## src/rtl/prog_loader_pkg.sv

```systemverilog
// Shared constants and types for the program loader: image magic, FSM states,
// checksum width.
package prog_loader_pkg;

  localparam logic [7:0] MAGIC_0 = 8'h41;
  localparam logic [7:0] MAGIC_1 = 8'h53;
  localparam logic [7:0] MAGIC_2 = 8'h52;
  localparam logic [7:0] MAGIC_3 = 8'h4D;

  localparam int CHK_WIDTH = 8;

  typedef enum logic [2:0] {
    ST_MAGIC,
    ST_LEN_LO,
    ST_LEN_HI,
    ST_PAYLOAD,
    ST_CHECK,
    ST_DONE,
    ST_ERROR
  } state_t;

  function automatic logic [7:0] magic_byte(input logic [1:0] idx);
    case (idx)
      2'd0:    magic_byte = MAGIC_0;
      2'd1:    magic_byte = MAGIC_1;
      2'd2:    magic_byte = MAGIC_2;
      default: magic_byte = MAGIC_3;
    endcase
  endfunction

endpackage

```

## src/rtl/prog_loader_if.sv

```systemverilog
// Valid/ready byte stream from the host link into the loader.
interface prog_loader_if;
  logic [7:0] in_data;
  logic       in_valid;
  logic       in_ready;

  modport master (output in_data, output in_valid, input  in_ready);
  modport slave  (input  in_data, input  in_valid, output in_ready);
endinterface

```

## src/rtl/prog_loader_magic.sv

```systemverilog
// Four-byte "ASRM" matcher; a mismatching 'A' restarts the match at index 1.
module prog_loader_magic
  import prog_loader_pkg::*;
(
  input  logic       clk,
  input  logic       reset,
  input  logic       clear,
  input  logic       accept,
  input  logic [7:0] byte_in,
  output logic       matched
);

  logic [1:0] idx;
  logic       hit;

  assign hit     = (byte_in == magic_byte(idx));
  assign matched = accept & hit & (idx == 2'd3);

  always_ff @(posedge clk or negedge reset) begin
    if (!reset) begin
      idx <= 2'd0;
    end else if (clear) begin
      idx <= 2'd0;
    end else if (accept) begin
      if (hit)
        idx <= idx + 2'd1;
      else
        idx <= (byte_in == MAGIC_0) ? 2'd1 : 2'd0;
    end
  end

endmodule

```

## src/rtl/prog_loader.sv

```systemverilog
// Program loader: parses a magic/length/payload/checksum image from a byte
// stream, writes the payload into program RAM and releases the CPU on success.
//
//   state      | meaning
//   -----------+---------------------------------------------------
//   ST_MAGIC   | hunting for the 4-byte magic header
//   ST_LEN_LO  | next byte is the low length byte
//   ST_LEN_HI  | next byte is the high length byte, length checked
//   ST_PAYLOAD | writing payload bytes, summing the checksum
//   ST_CHECK   | next byte is the checksum byte
//   ST_DONE    | image loaded, CPU released
//   ST_ERROR   | bad length or checksum, CPU held
module prog_loader
  import prog_loader_pkg::*;
#(
  parameter int ADDR_WIDTH = 7,
  parameter int WORD_SIZE  = 8
) (
  input  logic                  clk,
  input  logic                  reset,
  prog_loader_if.slave          in_if,
  input  logic                  restart,
  output logic                  mem_wr_en,
  output logic [ADDR_WIDTH-1:0] mem_addr,
  output logic [WORD_SIZE-1:0]  mem_wr_data,
  output logic                  cpu_hold,
  output logic                  done,
  output logic                  error
);

  localparam int MAX_LEN = 1 << ADDR_WIDTH;
  localparam int LEN_W   = ADDR_WIDTH + 1;

  state_t                 state;
  logic [LEN_W-1:0]       rem;
  logic [ADDR_WIDTH-1:0]  addr_q;
  logic [CHK_WIDTH-1:0]   acc;
  logic [7:0]             len_lo;
  logic [15:0]            len_full;
  logic [CHK_WIDTH-1:0]   chk_sum;
  logic                   ready;
  logic                   accept;
  logic                   magic_matched;

  assign ready = (state == ST_MAGIC)   || (state == ST_LEN_LO) ||
                 (state == ST_LEN_HI)  || (state == ST_PAYLOAD) ||
                 (state == ST_CHECK);
  assign in_if.in_ready = ready;

  // A restart in the same cycle drops the byte even though it handshook.
  assign accept   = in_if.in_valid & ready & ~restart;
  assign len_full = {in_if.in_data, len_lo};
  assign chk_sum  = acc + in_if.in_data;

  prog_loader_magic u_magic (
    .clk     (clk),
    .reset   (reset),
    .clear   (restart),
    .accept  (accept && (state == ST_MAGIC)),
    .byte_in (in_if.in_data),
    .matched (magic_matched)
  );

  always_ff @(posedge clk or negedge reset) begin
    if (!reset) begin
      state       <= ST_MAGIC;
      rem         <= '0;
      addr_q      <= '0;
      acc         <= '0;
      len_lo      <= '0;
      mem_wr_en   <= 1'b0;
      mem_addr    <= '0;
      mem_wr_data <= '0;
      cpu_hold    <= 1'b1;
      done        <= 1'b0;
      error       <= 1'b0;
    end else begin
      mem_wr_en <= 1'b0;
      if (restart) begin
        state    <= ST_MAGIC;
        rem      <= '0;
        addr_q   <= '0;
        acc      <= '0;
        len_lo   <= '0;
        cpu_hold <= 1'b1;
        done     <= 1'b0;
        error    <= 1'b0;
      end else if (accept) begin
        case (state)
          ST_MAGIC: begin
            if (magic_matched) state <= ST_LEN_LO;
          end
          ST_LEN_LO: begin
            len_lo <= in_if.in_data;
            state  <= ST_LEN_HI;
          end
          ST_LEN_HI: begin
            addr_q <= '0;
            acc    <= '0;
            rem    <= len_full[LEN_W-1:0];
            if ({1'b0, len_full} > 17'(MAX_LEN)) begin
              state <= ST_ERROR;
              error <= 1'b1;
            end else if (len_full == 16'd0) begin
              state <= ST_CHECK;
            end else begin
              state <= ST_PAYLOAD;
            end
          end
          ST_PAYLOAD: begin
            mem_wr_en   <= 1'b1;
            mem_addr    <= addr_q;
            mem_wr_data <= in_if.in_data;
            acc         <= chk_sum;
            addr_q      <= addr_q + ADDR_WIDTH'(1);
            rem         <= rem - LEN_W'(1);
            if (rem == LEN_W'(1)) state <= ST_CHECK;
          end
          ST_CHECK: begin
            if (chk_sum == '0) begin
              state    <= ST_DONE;
              done     <= 1'b1;
              cpu_hold <= 1'b0;
            end else begin
              state <= ST_ERROR;
              error <= 1'b1;
            end
          end
          default: ;
        endcase
      end
    end
  end

endmodule

```

## src/flat_wrapper.sv

```systemverilog
// flat-port wrapper written by rule: the top's interface ports become plain ports
module prog_loader_flat import prog_loader_pkg::*;
#(
  parameter int ADDR_WIDTH = 7,
  parameter int WORD_SIZE  = 8
)
  (clk, reset, restart, mem_wr_en, mem_addr, mem_wr_data, cpu_hold, done, error, in_if_in_data, in_if_in_valid, in_if_in_ready);
  prog_loader_if in_if_i ();
  input  logic clk;
  input  logic reset;
  input  logic restart;
  output logic mem_wr_en;
  output logic [ADDR_WIDTH-1:0] mem_addr;
  output logic [WORD_SIZE-1:0] mem_wr_data;
  output logic cpu_hold;
  output logic done;
  output logic error;
  input wire logic [$bits(in_if_i.in_data)-1:0] in_if_in_data;
  input wire logic [$bits(in_if_i.in_valid)-1:0] in_if_in_valid;
  output wire logic [$bits(in_if_i.in_ready)-1:0] in_if_in_ready;
  assign in_if_i.in_data = in_if_in_data;
  assign in_if_i.in_valid = in_if_in_valid;
  assign in_if_in_ready = in_if_i.in_ready;
  prog_loader #(.ADDR_WIDTH(ADDR_WIDTH), .WORD_SIZE(WORD_SIZE)) u_core (.clk(clk), .reset(reset), .in_if(in_if_i), .restart(restart), .mem_wr_en(mem_wr_en), .mem_addr(mem_addr), .mem_wr_data(mem_wr_data), .cpu_hold(cpu_hold), .done(done), .error(error));
endmodule
```

## config.mk

```make
export PLATFORM = sky130hd
export DESIGN_NAME = prog_loader_flat
export DESIGN_NICKNAME = d
export VERILOG_FILES = /design/src/rtl/prog_loader_pkg.sv /design/src/rtl/prog_loader_if.sv /design/src/rtl/prog_loader_magic.sv /design/src/rtl/prog_loader.sv /design/src/flat_wrapper.sv
export SDC_FILE = /design/constraint.sdc
export NUM_CORES = 1
export LEC_CHECK = 0
export BUFFER_PORTS_ARGS = -buffer_cell sky130_fd_sc_hd__buf_2
export CAP_MARGIN = 10
export CORE_MARGIN = 2
export CORE_UTILIZATION = 25
export CTS_CLUSTER_DIAMETER = 50
export DETAILED_ROUTE_END_ITERATION = 12
export GPL_ROUTABILITY_DRIVEN = 0
export GPL_TIMING_DRIVEN = 0
export PLACE_DENSITY = 0.49
export SYNTH_ARGS = -nofsm -noshare
export SYNTH_HDL_FRONTEND = slang
export SYNTH_SLANG_ARGS = --single-unit
```

## constraint.sdc

```tcl
create_clock -name clk -period 2.9 [get_ports clk]
set_input_delay 0 -clock clk [delete_from_list [all_inputs] [get_ports clk]]
set_output_delay 0 -clock clk [all_outputs]
set_load 0.1 [all_outputs]
```

==> parameters.txt <==
Parameter                              Value

Run status
  Outcome ... finished clean

Power
  Static leakage ... 1.64 nW
  Design Power ... 0.00218 W
  Internal Power ... 0.00138 W
  Peak ir drop on the vdd network ... roughly 0.00030 V
  Areal power density over the cells ... 616 nW/um^2
  Sw Share ... 0.368
  Fraction of power consumed by the clock network ... 0.325
  Share of power burned in registers ... 0.390
  Sw Pwr ... 0.000802 W
  Part of the total power dissipated in combinational logic ... 0.284

Critical path
  Type of the setup path with the least slack ... reg2reg
  Setup crit end kind ... flop
  Data arrival, critical path ... 2890 ps
  Crit path launch type ... flop
  Required time at the worst-slack endpoint ... just over 3000 ps
  Crit path max fanout ... 3

Final layout
  Area of the multi-input gates ... 1520 sq um
  Synth-to-layout area growth ... 17.9%
  Non-Filler Instances ... 519
  Total of fill cells in the finished design ... 1267
  Total number of nets in the final design ... 397
  Inserted Diodes ... 0
  Share of layout cells above drive strength 1 ... 0.148
  Sequential cell area ... 1380 sq um

CTS
  Num CTS Buffers ... 5
  Clock insertion delay at the later pin of the skew report ... 290 ps
  Number of cells upsized or downsized after cts ... 0
  Clk root buf ... sky130_fd_sc_hd__clkbuf_16
  Number of levels the H-tree was split into ... 2
  TritonCTS clock tree ... done
  Clock Tree Buf Depth ... 2
  Number of clock sinks ... 55
  Post-CTS clock slew at the launch and capture registers of the worst setup and hold paths ... 70 ps

Floorplan
  Overall die area ... 12900 sq um
  Number of top-level pins ... 32
  Horizontal die dimension ... between 100 and 150 um
  Height of the die ... 114 um
  Initial Utilization ... 0.253
  Rows ... 40
  Core area ... 11900 sq um

Global routing
  Number of antenna violations at the first check in global routing ... 0
  Total routing usage reported by global routing ... 0.124
  GR Layer Usage met3 ... 0.0223
  Global-route wire length before repair ... approximately 13 mm
  GR met1 Demand/Resource ... 0.175
  Maximum number of pins on one net before global-route repair ... 33
  Via count of the first global-routing pass ... 2554
  Met2 track demand over resource in global routing ... 0.197
  Layer with the highest usage after global routing ... met2
  Grt ovf ... 0

Drt
  Routed wire per std cell ... 14.8 um
  Total wire length after detailed routing ... 7.67 mm
  Initial DRT Pass Iterations ... 4
  Total number of vias ... 2586
  Drt drc ... 0
  Number of nets still failing antenna checks after routing ... 0
  Average vias per placed instance ... 4.98
  DRT iter0 DRCs ... 247

Logic synthesis
  Post-Synthesis Cells ... 332
  Post-synth top area cell ... sky130_fd_sc_hd__dfrtp_1
  Number of enable-type register cells in the synthesized netlist ... 0
  Average size of a mapped cell ... ~9 sq um
  Seq/Total Area, Yosys ... 0.459
  Number of warnings issued by yosys ... 0
  Synth cell types ... 54
  Area share of the largest cell type after synthesis ... 0.451
  Netlist area before placement ... between 2000 and 3000 sq um
  Net Count, Synth ... 358
  Most frequently used flop master after synthesis ... sky130_fd_sc_hd__dfrtp_1
  Synthesized flop and latch total ... 55
  Top cells by area, synth ... sky130_fd_sc_hd__dfrtp_1 45%, sky130_fd_sc_hd__nand2_1 8.3%, sky130_fd_sc_hd__ha_1 5.4%
  Synth async-reset ratio ... 1.00

Timing
  Least-Margin Pin Slew ... about 830 ps
  Setup repair after global routing missed its margin ... no
  Setup skew after layout ... 3.82 ps
  Count of endpoints failing hold in the final timing report ... 0
  Total negative setup slack ... 0 ps
  Count of final setup violators ... 0
  Post-layout minimum cycle time ... ~2700 ps
  Worst slew margin relative to its limit ... 0.440
  Number of slew-limit violations in the final report ... 0
  Timing-limited maximum frequency ... 0.370 GHz
  Period utilization ... 0.931

Place
  Cells after DPL ... 510
  Post-DP HPWL ... 5.62 mm
  # port buffers ... 30

Job
  Max Cap Viol ... 0

Min path
  Class of the tightest hold or removal check ... in2reg
==> final timing paths <==
path                                                      from                           endpoint  slack (ps)  cells after the start
worst max-delay path                 u_core.acc[0]$_DFFE_PN0P_        u_core.state[0]$_DFFE_PN0P_         200                      8
worst min-delay path                          in_if_in_data[5]  u_core.mem_wr_data[5]$_DFFE_PN0P_           1                      3
worst max register to register       u_core.acc[0]$_DFFE_PN0P_        u_core.state[0]$_DFFE_PN0P_         200                      8
worst min register to register  u_core.mem_addr[3]$_DFFE_PN0P_     u_core.mem_addr[3]$_DFFE_PN0P_         470                      2
max in group asynchronous                                reset       u_core.addr_q[2]$_DFFE_PN0P_        2060                      3
min in group asynchronous                                reset          u_core.acc[5]$_DFFE_PN0P_         250                      2
==> stage by stage <==
step	setup WS [ps]	util	hold slack (ps)	cell area (sq um)
5_1_grt	66.0	0.298	20.9	3540
6_report	200	0.298	1.41	3540
2_1_floorplan	219	-	-296	3000
4_1_cts	203	0.298	0.360	3540
3_5_place_dp	247	0.283	55.5	3350
3_3_place_gp	242	0.281	309	3330
==> what timing repair did <==
item	in CTS	in global routing
endpoints found under the hold margin	22	0
buffers inserted	0	0
hold buffers	1	0
==> worst max-delay path: stages, from the launching register on <==
cell,delay (ps)
sky130_fd_sc_hd__dfrtp_1,390
sky130_fd_sc_hd__ha_1,220
sky130_fd_sc_hd__fa_1,420
sky130_fd_sc_hd__a211oi_1,400
sky130_fd_sc_hd__or2_1,220
sky130_fd_sc_hd__o311ai_1,130
sky130_fd_sc_hd__nor2_1,320
sky130_fd_sc_hd__nand3_2,180
sky130_fd_sc_hd__a2111oi_2,320
==> final cells by class <==
type / count / share of cell area
timing repair buffer: 32 / 0.0509
buffer: 14 / 0.0173
inverter: 12 / 0.0127
multi-input combinational: 251 / 0.428
clock inverter: 2 / 0.00990
tap: 147 / 0.0520
sequential: 55 / 0.389
clock buffer: 6 / 0.0393
==> Yosys cell counts (2+ instances only) <==
cell,count
sky130_fd_sc_hd__nor2_1,27
sky130_fd_sc_hd__o22ai_1,2
sky130_fd_sc_hd__and3_1,3
sky130_fd_sc_hd__buf_2,7
sky130_fd_sc_hd__a21oi_1,14
sky130_fd_sc_hd__o21a_1,2
sky130_fd_sc_hd__ha_1,13
sky130_fd_sc_hd__dfrtp_1,54
sky130_fd_sc_hd__nor2b_1,3
sky130_fd_sc_hd__nand2_1,66
sky130_fd_sc_hd__clkbuf_1,7
sky130_fd_sc_hd__xnor2_1,2
sky130_fd_sc_hd__a31oi_1,3
sky130_fd_sc_hd__a32o_1,3
sky130_fd_sc_hd__a221oi_1,2
sky130_fd_sc_hd__nor4_1,3
sky130_fd_sc_hd__mux2i_1,9
sky130_fd_sc_hd__nor3_1,9
sky130_fd_sc_hd__xor2_1,2
sky130_fd_sc_hd__a41oi_1,2
sky130_fd_sc_hd__nor3b_1,4
sky130_fd_sc_hd__or2_1,3
sky130_fd_sc_hd__a22o_1,7
sky130_fd_sc_hd__nand4_1,3
sky130_fd_sc_hd__o21ai_1,6
sky130_fd_sc_hd__a22oi_1,3
sky130_fd_sc_hd__inv_1,10
sky130_fd_sc_hd__nand3_1,8
sky130_fd_sc_hd__o311ai_1,3
sky130_fd_sc_hd__o21ai_0,28
==> power by group through the flow <==
stage	clock, W	sequential, W	combinational, W
floorplan	0	0.00114	0.000210
global placement	0	0.000866	0.000616
detailed placement	0	0.000868	0.000619
CTS	0.000729	0.000852	0.000622
global route	0.000754	0.000858	0.000663
finish	0.000709	0.000851	0.000620
==> kinds of logic after synthesis <==
family,synth area share
compound gates,0.197
flops,0.459
fa+ha+maj,0.0609
xor+xnor,0.0117
simple gates,0.202
buf+inv,0.0355
mux,0.0338
==> sequential cells by signal, indices dropped and copies added (netlist names), 2 cells and up <==
name,cells
u_core.state,3
u_core.addr_q,7
u_core.u_magic.idx,2
u_core.mem_wr_data,8
u_core.len_lo,8
u_core.mem_addr,7
u_core.acc,8
u_core.rem,8
==> placed cells by master (no fill, tap or decap), types with 4 or more instances in the layout <==
| cell | count |
|---|---|
| sky130_fd_sc_hd__a22o_1 | 7 |
| sky130_fd_sc_hd__nor2_1 | 27 |
| sky130_fd_sc_hd__buf_2 | 37 |
| sky130_fd_sc_hd__mux2i_1 | 9 |
| sky130_fd_sc_hd__o21ai_0 | 28 |
| sky130_fd_sc_hd__nand3_1 | 8 |
| sky130_fd_sc_hd__ha_1 | 13 |
| sky130_fd_sc_hd__clkbuf_1 | 7 |
| sky130_fd_sc_hd__nor3_1 | 9 |
| sky130_fd_sc_hd__inv_1 | 10 |
| sky130_fd_sc_hd__nand2_1 | 66 |
| sky130_fd_sc_hd__a21oi_1 | 14 |
| sky130_fd_sc_hd__o21ai_1 | 6 |
| sky130_fd_sc_hd__clkbuf_16 | 5 |
| sky130_fd_sc_hd__nor3b_1 | 4 |
| sky130_fd_sc_hd__dfrtp_1 | 54 |
==> routing by layer <==
metal | part of all wire | wire length, um | up-vias
li1 | - | - | 1267
met1 | 0.49 | 3730 | 1268
met2 | 0.47 | 3600 | 47
met3 | 0.039 | 301 | 4
met4 | 0.0053 | 41 | 0
met5 | 0 | 0 | -
Power figures use the tool's default switching activity.
